### config.mk
export PLATFORM = sky130hd
export DESIGN_NAME = mux_feeder
export DESIGN_NICKNAME = d
export VERILOG_FILES = /design/src/rtl/mux_feeder.sv
export SDC_FILE = /design/constraint.sdc
export NUM_CORES = 1
export LEC_CHECK = 0
export CORE_MARGIN = 2
export CORE_UTILIZATION = 55
export CTS_BUF_LIST = sky130_fd_sc_hd__clkbuf_4 sky130_fd_sc_hd__clkbuf_8
export CTS_CLUSTER_SIZE = 30
export DETAILED_ROUTE_END_ITERATION = 8
export GPL_TIMING_DRIVEN = 0
export PLACE_DENSITY_LB_ADDON = 0.25
export SETUP_SLACK_MARGIN = 0.2
export SLEW_MARGIN = 20
export SYNTH_ARGS = -nofsm -noshare
export SYNTH_HDL_FRONTEND = slang
export SYNTH_SLANG_ARGS = --single-unit
### constraint.sdc
create_clock -name Clock -period 5.6 [get_ports Clock]
set_input_delay 1.12 -clock Clock [delete_from_list [all_inputs] [get_ports Clock]]
set_output_delay 1.12 -clock Clock [all_outputs]
set_load 0.02 [all_outputs]
### src/rtl/mux_feeder.sv
// ----------------------------------------------------------------------------
// mux_feeder
//
// Registered front-end for the 4-to-2 mux stage. Accepts 4-bit words over a
// Load/Ready handshake and presents each one on W. While a word is shown,
// sel steps 0 -> 1 and stays on each value for HOLD cycles, so the mux
// output carries W[1:0] and then W[3:2]. A one-word pending buffer lets the
// next word be taken while the current one is still on the outputs.
//
// State table
//   state | meaning
//   IDLE  | nothing presented, Valid=0, pending buffer empty
//   LOW   | presenting W[1:0] (sel=0)
//   HIGH  | presenting W[3:2] (sel=1); final cycle pulses Done next cycle
//
// Ports
//   Clock   in   system clock, rising edge
//   Resetn  in   asynchronous active-low reset
//   D       in   [3:0] word offered by the source
//   Load    in   request; accepted on a rising edge with Ready=1
//   Ready   out  1 while the pending buffer is empty
//   W       out  [3:0] word under presentation (to mux W)
//   sel     out  half select (to mux sel), 0 = W[1:0], 1 = W[3:2]
//   Valid   out  1 while W/sel carry a half being presented
//   Done    out  one-cycle pulse after the high half of a word completes
//
// HOLD: cycles per half, legal range 1..255.
// ----------------------------------------------------------------------------
module mux_feeder #(
    parameter int HOLD = 1
) (
    input  logic       Clock,
    input  logic       Resetn,
    input  logic [3:0] D,
    input  logic       Load,
    output logic       Ready,
    output logic [3:0] W,
    output logic       sel,
    output logic       Valid,
    output logic       Done
);

    typedef enum logic [1:0] {
        IDLE = 2'd0,
        LOW  = 2'd1,
        HIGH = 2'd2
    } state_t;

    localparam logic [7:0] CNT_LOAD = 8'(HOLD - 1);

    state_t     state, state_nxt;
    logic [7:0] cnt, cnt_nxt;
    logic [3:0] pend_buf, pend_nxt;
    logic [3:0] w_nxt;
    logic       full, full_nxt;
    logic       sel_nxt, valid_nxt, done_nxt;
    logic       accept;
    logic       cnt_zero;

    assign Ready    = ~full;
    assign accept   = Load & ~full;
    assign cnt_zero = (cnt == 8'd0);

    always_ff @(posedge Clock or negedge Resetn) begin
        if (!Resetn) begin
            state    <= IDLE;
            cnt      <= 8'd0;
            pend_buf <= 4'd0;
            full     <= 1'b0;
            W        <= 4'd0;
            sel      <= 1'b0;
            Valid    <= 1'b0;
            Done     <= 1'b0;
        end else begin
            state    <= state_nxt;
            cnt      <= cnt_nxt;
            pend_buf <= pend_nxt;
            full     <= full_nxt;
            W        <= w_nxt;
            sel      <= sel_nxt;
            Valid    <= valid_nxt;
            Done     <= done_nxt;
        end
    end

    always_comb begin
        state_nxt = state;
        cnt_nxt   = cnt;
        pend_nxt  = pend_buf;
        full_nxt  = full;
        w_nxt     = W;
        done_nxt  = 1'b0;

        case (state)
            IDLE: begin
                if (accept) begin
                    w_nxt     = D;
                    state_nxt = LOW;
                    cnt_nxt   = CNT_LOAD;
                end
            end

            LOW: begin
                if (!cnt_zero) begin
                    cnt_nxt = cnt - 8'd1;
                end else begin
                    state_nxt = HIGH;
                    cnt_nxt   = CNT_LOAD;
                end
                if (accept) begin
                    pend_nxt = D;
                    full_nxt = 1'b1;
                end
            end

            HIGH: begin
                if (!cnt_zero) begin
                    cnt_nxt = cnt - 8'd1;
                    if (accept) begin
                        pend_nxt = D;
                        full_nxt = 1'b1;
                    end
                end else begin
                    done_nxt = 1'b1;
                    // A buffered word has priority; accept is impossible
                    // while full, so the pass-through branch is exclusive.
                    if (full) begin
                        w_nxt     = pend_buf;
                        full_nxt  = 1'b0;
                        state_nxt = LOW;
                        cnt_nxt   = CNT_LOAD;
                    end else if (accept) begin
                        w_nxt     = D;
                        state_nxt = LOW;
                        cnt_nxt   = CNT_LOAD;
                    end else begin
                        state_nxt = IDLE;
                    end
                end
            end

            default: begin
                state_nxt = IDLE;
            end
        endcase

        // sel and Valid are registered copies of where the FSM is going.
        sel_nxt   = (state_nxt == HIGH);
        valid_nxt = (state_nxt != IDLE);
    end

endmodule
==> flow_metrics.tcl, run 1 <==
set metrics [dict create \
    detailroute.via_count 940 \
    io_pins 15 \
    endpoint_required_time_on_the_critical_path_ps 4480 \
    routabilityCongestion 0.830 \
    initial_utilization 0.570 \
    synth-warning-count 0 \
    syn-cell-area_um2 1220 \
    grt_first_pass_wirelength_um 3970 \
    detail_route.first_pass.iterations 4 \
    postCtsSetupRepairBufs 0 \
    critical_path.max_fanout 6 \
    timing.max_cap.violations 0 \
    reg2reg_depth 6 \
    timing.reg2reg.setup_slack_ps 3380 \
    most_numerous_cell_in_the_yosys_netlist "dfrtp_1" \
    n_antenna_cell 0 \
    postSynthRegisterBits 22 \
    cts_resized 0 \
    path_class "flip-flop to output port" \
    fp.dieArea_um2 2620 \
    max_freq_mhz 399 \
    ir_worst_vdd_uv 176 \
    proportion_of_layout_cells_with_a_drive_suffix_above_1 0.147 \
    final_critical_period_ps 2510 \
    synth_cell_type_count 42 \
    floorplan.core_area_um2 2150 \
    report.power.total_mw 0.261 \
    synthesis.instances 111 \
    worst_setup_path_end_kind "output port" \
    cts.sink_count 22 \
    power.density_nw_per_um2 182 \
    yosys.area.top_type_share 0.450 \
    finalMaxSlewViolations 0 \
    clkLatencyLatePin_ps 290 \
    first_iteration_detailed_routing_drc_count 13 \
    dp_hpwl_um 1710 \
    cp_launch_type "flip-flop" \
    post_synth_most_frequent_cells "dfrtp_1 (22), ha_1 (7), o21ai_0 (7), a21oi_1 (6), inv_1 (6)" \
    fp-row-count 17 \
    synth_area_leader_cell "dfrtp_1" \
    timing.max_slew.rel_slack 0.376 \
    cts-root-to-sink-buffers 2 \
    routed_wl_um 2250 \
    finalInstanceArea_um2 1440 \
    seq_area_frac_synth 0.450 \
    yosys-top-cells-area "dfrtp_1 (45%), ha_1 (7.2%), mux2_2 (3.7%)" \
    grt_max_degree 23 \
    syn-num-nets 125 \
    unrepaired_setup_endpoints_after_global_routing "no" \
    timing.hold.ws_ps 513 \
    status "completed" \
    number_of_buffers_added_on_ports 14 \
    route.antenna.remaining_nets 0 \
    root_buffer_selected_by_cts "clkbuf_4" \
    vias_in_the_first_global_route 907 \
    die_w_um 51.2 \
    tritoncts.num_buffers 3 \
    h-tree-depth 1 \
    setup_violations 0 \
    hold_class "flip-flop to flip-flop" \
    power_leakage_nw 0.592 \
    timing_worst_slew_pin_value_ps 934 \
    timing.rr.end "cnt[5]$_DFFE_PN0P_" \
    chipHeight_um 51.2 \
    min_delay_worst_endpoint "W[1]$_DFFE_PN0P_" \
    track_usage 0.203 \
    timing.final.ws_setup_ps 3090 \
    tritoncts_clock_tree "done" \
    cts.hold.buffers_added 0 \
    dominantRegCellSynth "dfrtp_1" \
    dpl-instance-area_um2 1400 \
    grt_remaining_overflow 0 \
    fin_crit_share 0.448 \
    clk_pin_slew_worst_paths_ps 110 \
    dpl_worst_slack_ps 2840 \
    routed_wire_length_per_instance_um 14.3 \
    fin_nets 144 \
    antenna_found_initial 0 \
    finalSetupTns_ps 0 \
    synthToLayoutAreaGrowth_pct 17.3 \
    postSynthAreaPerCell_um2 11.0 \
    finalHoldViolations 0 \
    ys_async_sr_fraction 1.00 \
    worstHoldStart "W[1]$_DFFE_PN0P_" \
    detail_route.drc_violations 0 \
    clock_skew_ps 2.59 \
    critical_path.reg2reg.startpoint "cnt[0]$_DFFE_PN0P_" \
    viasPerCell 5.99 \
    synth_enable_flop_cells 0 \
    cp_data_arrival_time_ps 1390 \
    min_path_cells 1 \
]
## where the power goes
part / internal, mW / total, mW / leakage, nW / switching, mW
clock network: 0.0396 / 0.0833 / 0.0210 / 0.0437
registers: 0.163 / 0.164 / 0.259 / 0.00196
logic: 0.00753 / 0.0137 / 0.312 / 0.00613
## cells by family after synthesis
| group | share of synthesized area |
|---|---|
| muxes | 0.0368 |
| buffers and inverters | 0.0184 |
| AOI/OAI and AO/OA | 0.235 |
| and+or+nand+nor | 0.188 |
| DFF | 0.450 |
| adders and majority gates | 0.0716 |
## area by class of cell
type,instances,area (um^2)
flip-flops and latches,22,551
well taps,28,35.0
multi-input cells,83,651
clock buffers,4,36.3
repair buffers,14,140
fillers,169,713
inverters,6,22.5
## stage by stage
stage,instances,util
2_1_floorplan,111,-
3_3_place_gp,153,0.651
3_5_place_dp,153,0.651
4_1_cts,157,0.668
5_1_grt,157,0.668
6_report,157,0.668
## registers in the layout, indices dropped and copies added, names as in the netlist
| name | flops |
|---|---|
| Done | 1 |
| Valid | 1 |
| W | 4 |
| cnt | 8 |
| full | 1 |
| pend_buf | 4 |
| sel | 1 |
| state | 2 |
## placed cells by master (no fill, tap or decap), types with 2 or more instances in the layout
| master | Yosys | layout |
|---|---|---|
| nand2_1 | 5 | 5 |
| nor2b_1 | 2 | 2 |
| o22ai_1 | 4 | 4 |
| a2bb2oi_1 | 3 | 3 |
| o21ai_0 | 7 | 7 |
| nand3_1 | 2 | 2 |
| clkdlybuf4s50_1 | 0 | 14 |
| nor3_1 | 3 | 3 |
| dfrtp_1 | 22 | 22 |
| nand2b_1 | 2 | 2 |
| ha_1 | 7 | 7 |
| or3_1 | 2 | 2 |
| mux2_2 | 4 | 4 |
| a21o_1 | 2 | 2 |
| o21bai_1 | 2 | 2 |
| a21oi_1 | 6 | 6 |
| a211o_2 | 2 | 2 |
| inv_1 | 6 | 6 |
| clkbuf_4 | 0 | 3 |
| nor2_1 | 4 | 4 |
| o31ai_1 | 3 | 3 |
## worst max path at each step
stage	start	endpoint	slack (ps)
after floorplan	Load	cnt[5]$_DFFE_PN0P_	3510
after detailed placement	Load	pend_buf[2]$_DFFE_PN0P_	2840
after global placement	Load	cnt[5]$_DFFE_PN0P_	2850
final	full$_DFFE_PN0N_	Ready	3090
after global routing	full$_DFFE_PN0N_	Ready	3000
after CTS	full$_DFFE_PN0N_	Ready	3070
## per-layer routing
| layer | vias to the layer above | global-route usage | routed length [um] |
|---|---|---|---|
| met5 | - | 0 | 0 |
| met4 | 0 | 0.104 | 16 |
| met3 | 2 | 0.0380 | 80 |
| met2 | 14 | 0.316 | 1110 |
| met1 | 464 | 0.269 | 1040 |
| li1 | 460 | - | - |
## worst max-delay path, stage by stage (launching register included)
cell and delay, ps:
dfrtp_1 440, inv_1 70, clkdlybuf4s50_1 590
Note: power is estimated with default switching activity, not from simulation.
==> run 2, diff against run 1 <==
--- a/config.mk
+++ b/config.mk
@@ -6,7 +6,7 @@
 export NUM_CORES = 1
 export LEC_CHECK = 0
 export CORE_MARGIN = 2
-export CORE_UTILIZATION = 55
+export CORE_UTILIZATION = 51
 export CTS_BUF_LIST = sky130_fd_sc_hd__clkbuf_4 sky130_fd_sc_hd__clkbuf_8
 export CTS_CLUSTER_SIZE = 30
 export DETAILED_ROUTE_END_ITERATION = 8
==> constraint.sdc (replaced) <==
create_clock -name Clock -period 2.2 [get_ports Clock]
set_input_delay 0.44 -clock Clock [delete_from_list [all_inputs] [get_ports Clock]]
set_output_delay 0.44 -clock Clock [all_outputs]
set_load 0.02 [all_outputs]
==> run 2 against run 1 <==
First-iteration DRC count fell by 23%. Register-to-register slack got worse by 3200 ps. Die area increased by 7.2%. Critical endpoint is now pend_buf[0]$_DFFE_PN0P_. Largest cell class unchanged.
==> flow_metrics.tcl, run 2 (synthesis results as in run 1) <==
set metrics [dict create \
    status "completed" \
    finalMaxSlewViolations 0 \
    chipHeight_um 53.0 \
    cts-root-to-sink-buffers 2 \
    routed_wire_length_per_instance_um 15.7 \
    layout.cells.most_common_list "dfrtp_1 (21), clkdlybuf4s50_1 (13), buf_4 (8)" \
    fp-row-count 17 \
    die_w_um 53.0 \
    crit_path_cell_trace "inv_2 -> ha_4 -> or4b_4 -> nor3_4 -> or3_4 -> mux2_2" \
    routed_wl_um 2580 \
    timing.max_cap.violations 0 \
    worst_setup_path_end_kind "flip-flop" \
    finalSetupTns_ps 0 \
    timing.critical_path.slowest_stage_cell "or4b_4" \
    critical_path.max_fanout 4 \
    synthToLayoutAreaGrowth_pct 24.4 \
    fin_nets 152 \
    antenna_found_initial 0 \
    unrepaired_setup_endpoints_after_global_routing "yes" \
    clkLatencyLatePin_ps 300 \
    registers.top_by_ff_count "cnt" \
    max_freq_mhz 504 \
    timing.hold.ws_ps 84.3 \
    biggestRegsByFlops "cnt x8, W x4, pend_buf x4" \
    viasPerCell 5.89 \
    route.antenna.remaining_nets 0 \
    cp_num_buf_inv 1 \
    fin_crit_share 0.903 \
    number_of_buffers_added_on_ports 14 \
    ir_worst_vdd_uv 376 \
    initial_utilization 0.548 \
    grt_max_degree 23 \
    floorplan.core_area_um2 2230 \
    vias_in_the_first_global_route 895 \
    mostFrequentLayoutCell "dfrtp_1" \
    tritoncts.num_buffers 3 \
    root_buffer_selected_by_cts "clkbuf_4" \
    clk_pin_slew_worst_paths_ps 110 \
    h-tree-depth 1 \
    critPathTopFamily "simple AND/OR/NAND/NOR gates" \
    power_leakage_nw 0.631 \
    track_usage 0.195 \
    grt_first_pass_wirelength_um 4020 \
    hold_class "input pin to asynchronous set/reset pin" \
    detail_route.first_pass.iterations 4 \
    finalHoldViolations 0 \
    dp.cells 153 \
    detailroute.via_count 966 \
    routabilityCongestion 0.807 \
    dp_hpwl_um 1750 \
    critPathMaxStageDelay_ps 510 \
    final_critical_period_ps 1990 \
    timing_worst_slew_pin_value_ps 476 \
    clock_skew_ps 4.70 \
    finalNonFillerCells 164 \
    proportion_of_layout_cells_with_a_drive_suffix_above_1 0.265 \
    cts.sink_count 22 \
    fill_cells 176 \
    n_antenna_cell 0 \
    cp_data_arrival_time_ps 2180 \
    grt_remaining_overflow 0 \
    io_pins 15 \
    detail_route.drc_violations 0 \
    setup_violations 0 \
    path_class "flip-flop to flip-flop" \
    timing.max_slew.rel_slack 0.681 \
    cp_launch_type "flip-flop" \
    cts.hold.buffers_added 0 \
    endpoint_required_time_on_the_critical_path_ps 2400 \
    fp.dieArea_um2 2810 \
    first_iteration_detailed_routing_drc_count 10 \
    tritoncts_clock_tree "done" \
    largest_register_ff_count 8 \
    power.density_nw_per_um2 412 \
]
==> run 2: cell count changes in the layout (fill, tap and decap cells not counted), sizes merged <==
cell	delta
clkdlybuf4s50	-1
buf	+9
clkbuf	-1
==> run 2: through the flow <==
| stage | utilization | instance area, um^2 | setup slack [ps] | power, mW |
|---|---|---|---|---|
| final | 0.682 | 1520 | 214 | 0.627 |
| after global routing | 0.682 | 1520 | 131 | 0.660 |
| after CTS | 0.653 | 1460 | 199 | 0.635 |
| after detailed placement | 0.626 | 1400 | 23.1 | 0.462 |
| after global placement | 0.626 | 1400 | 96.0 | 0.460 |
| after floorplan | - | 1220 | 215 | 0.438 |
==> run 2: where the power goes <==
part	internal, mW	switching, mW
Combinational	0.0182	0.0156
Sequential	0.414	0.00484
Clock	0.0637	0.111
==> run 2: layer usage <==
| metal | global-route usage | vias up | wire (um) |
|---|---|---|---|
| met5 | 0 | - | 0 |
| met4 | 0.0641 | 0 | 34 |
| met3 | 0.0254 | 4 | 84 |
| met2 | 0.331 | 16 | 1310 |
| met1 | 0.255 | 472 | 1150 |
| li1 | - | 474 | - |
==> run 2: final cells by class <==
| cell class | instances | area (um^2) | area share |
|---|---|---|---|
| multi-input combinational | 83 | 696 | 0.457 |
| inverter | 6 | 22.5 | 0.0148 |
| clock buffer | 3 | 22.5 | 0.0148 |
| timing repair buffer | 22 | 195 | 0.128 |
| tap | 28 | 35.0 | 0.0230 |
| sequential | 22 | 552 | 0.362 |
==> run 2: worst paths after layout <==
kind	depth (start not counted)	slack, ps	end	startpoint
max	6	210	pend_buf[0]$_DFFE_PN0P_	cnt[1]$_DFFE_PN0P_
min reg2reg	1	520	W[1]$_DFFE_PN0P_	W[1]$_DFFE_PN0P_
min in group Clock	1	520	W[1]$_DFFE_PN0P_	W[1]$_DFFE_PN0P_
max in group asynchronous	1	1770	state[1]$_DFF_PN0_	Resetn
min	1	80	pend_buf[2]$_DFFE_PN0P_	Resetn
max reg2reg	6	210	pend_buf[0]$_DFFE_PN0P_	cnt[1]$_DFFE_PN0P_
==> run 2: what timing repair did <==
item                                    in CTS  in global routing
pin swaps                                    3                  3
endpoints found under the hold margin        0                  0
endpoints found under the setup margin      16                 13
resized for setup                            4                  7
setup buffers                                2                  6
==> run 2: worst register-to-register path, cell delays in order (launching register included) <==
cell and delay [ps]:
dfrtp_1 440, inv_2 100, ha_4 130, or4b_4 510, nor3_4 210, or3_4 180, mux2_2 330
==> run 3, diff against run 2 <==
==> constraint.sdc (replaced) <==
create_clock -name Clock -period 1.8 [get_ports Clock]
set_input_delay 0.36 -clock Clock [delete_from_list [all_inputs] [get_ports Clock]]
set_output_delay 0.36 -clock Clock [all_outputs]
set_load 0.02 [all_outputs]
==> run 3 against run 2 <==
Sequential power rose by 22%. Die area unchanged. Critical path depth is 1 higher. Cell area increased by 9.1%. Via count increased by 6.2%. Wire length up 12%. Largest cell class unchanged. Clock skew rose by 4.8 ps. The run now ends with hold timing, setup timing left. Combinational power up 46%. Clock-buffer cell count stayed put. Non-clock buffer count grew 7. First-iteration DRC count is 140% higher. Register-to-register slack got worse by 370 ps.
==> flow_metrics.tcl, run 3 (synthesis results as in run 1) <==
set metrics [dict create \
    met3_wirelength_um 83 \
    route.met2.wl_um 1450 \
    vias_in_the_first_global_route 1042 \
    largest_register_ff_count 8 \
    fin_nets 159 \
    dp.cells 153 \
    synthToLayoutAreaGrowth_pct 35.8 \
    timing_worst_slew_pin_value_ps 502 \
    timing.hold.ws_ps -16.7 \
    ir_worst_vdd_uv 575 \
    fill_cells 151 \
    tritoncts_clock_tree "done" \
    detail_route.first_pass.iterations 4 \
    unrepaired_setup_endpoints_after_global_routing "yes" \
    drt-met1-wl_um 1250 \
    h-tree-depth 1 \
    clkLatencyLatePin_ps 320 \
    initial_utilization 0.548 \
    antenna_found_initial 0 \
    finalNonFillerCells 171 \
    cp_data_arrival_time_ps 2210 \
    timing.final.ws_setup_ps -158 \
    power_leakage_nw 0.717 \
    proportion_of_layout_cells_with_a_drive_suffix_above_1 0.371 \
    clk_pin_slew_worst_paths_ps 120 \
    fp-row-count 17 \
    routabilityCongestion 0.815 \
    routed_wire_length_per_instance_um 16.9 \
    dpl-instance-area_um2 1440 \
    dp_hpwl_um 1780 \
    finalHoldViolations 22 \
    io_pins 15 \
    grt_remaining_overflow 0 \
    route.antenna.remaining_nets 0 \
    fp.dieArea_um2 2810 \
    timing.max_cap.violations 0 \
    final_critical_period_ps 1960 \
    layout.cells.most_common_list "dfrtp_1 (21), buf_4 (12), dlygate4sd2_1 (8)" \
    tritoncts.num_buffers 3 \
    cts.hold.buffers_added 0 \
    max_freq_mhz 511 \
    grt_first_pass_wirelength_um 4820 \
    routed_wl_um 2880 \
    n_antenna_cell 0 \
    fin_crit_share 1.09 \
    status "finished, violations left" \
    critical_path.max_fanout 4 \
    cts.sink_count 22 \
    floorplan.core_area_um2 2230 \
    detail_route.drc_violations 0 \
    path_class "flip-flop to flip-flop" \
    timing.max_slew.rel_slack 0.664 \
    setup_violations 17 \
    clock_skew_ps 9.54 \
    registers.top_by_ff_count "cnt" \
    worst_setup_path_end_kind "flip-flop" \
    number_of_buffers_added_on_ports 14 \
    grt_max_degree 23 \
    power.density_nw_per_um2 478 \
    chipHeight_um 53.0 \
    finalInstanceArea_um2 1660 \
    cp_launch_type "flip-flop" \
    viasPerCell 6.00 \
    track_usage 0.248 \
    hold_class "input pin to asynchronous set/reset pin" \
    mostFrequentLayoutCell "dfrtp_1" \
    failed_checks "hold timing, setup timing" \
    biggestRegsByFlops "cnt x8, W x4, pend_buf x4" \
    cts-root-to-sink-buffers 2 \
    endpoint_required_time_on_the_critical_path_ps 2050 \
    finalMaxSlewViolations 0 \
    root_buffer_selected_by_cts "clkbuf_4" \
    die_w_um 53.0 \
    first_iteration_detailed_routing_drc_count 24 \
    detailroute.via_count 1026 \
    dr.max_layer_used "met4" \
]
run 3: changes by cell type in the layout (fill, tap and decap cells not counted), moves of 4 or more:
cell             change
o21ai_1              +4
dlygate4sd2_1        +8
clkdlybuf4s50_1      -8
buf_4                +4
mux2_2               -4
mux2_4               +4
o21ai_0              -5
run 3: what timing repair did:
| item | 4_1_cts | 5_1_grt |
|---|---|---|
| resized for setup | 28 | 7 |
| pin swaps | 9 | 6 |
| hold endpoints to repair | 0 | 0 |
| setup endpoints to repair | 29 | 22 |
| setup buffers | 12 | 3 |
run 3: per-stage QoR:
| stage | total power, mW | setup TNS, ps | setup WS (ps) | util |
|---|---|---|---|---|
| after global routing | 0.817 | -2890 | -231 | 0.744 |
| after detailed placement | 0.565 | -3030 | -249 | 0.644 |
| after floorplan | 0.535 | -659 | -96.6 | - |
| after global placement | 0.561 | -2580 | -219 | 0.644 |
| after CTS | 0.795 | -1770 | -166 | 0.725 |
| final | 0.794 | -1840 | -158 | 0.744 |
run 3: worst paths after layout:
path                                    start            endpoint  slack [ps]  cells past startpoint
max                        cnt[0]$_DFFE_PN0P_    W[3]$_DFFE_PN0P_        -160                      7
min                                    Resetn  cnt[2]$_DFFE_PN0P_         -20                      1
max reg2reg                cnt[0]$_DFFE_PN0P_    W[3]$_DFFE_PN0P_        -160                      7
min reg2reg                  W[1]$_DFFE_PN0P_    W[1]$_DFFE_PN0P_         510                      1
max in group asynchronous              Resetn  state[1]$_DFF_PN0_        1450                      1
min in group Clock           W[1]$_DFFE_PN0P_    W[1]$_DFFE_PN0P_         510                      1
run 3: layout make-up:
type                       count  area, um^2  share of cell area
timing repair buffer          29         249               0.150
sequential                    22         552               0.332
tap                           28        35.0              0.0211
clock buffer                   3        22.5              0.0136
multi-input combinational     83         781               0.470
inverter                       6        22.5              0.0136
run 3: report_power, final:
part	total [mW]	internal [mW]	switching, mW
logic	0.0494	0.0288	0.0206
registers	0.512	0.506	0.00658
clock network	0.232	0.0786	0.154
run 3: layer usage:
layer,track usage,up-vias
li1,-,490
met1,0.300,512
met2,0.404,17
met3,0.0339,7
met4,0.171,0
met5,0,-
run 3: critical path: stages, from the launching register on:
cell and delay, ps:
dfrtp_1 420, inv_2 90, ha_4 130, or4b_4 490, buf_6 150, o31ai_4 170
a21boi_4 270, a2bb2oi_1 160
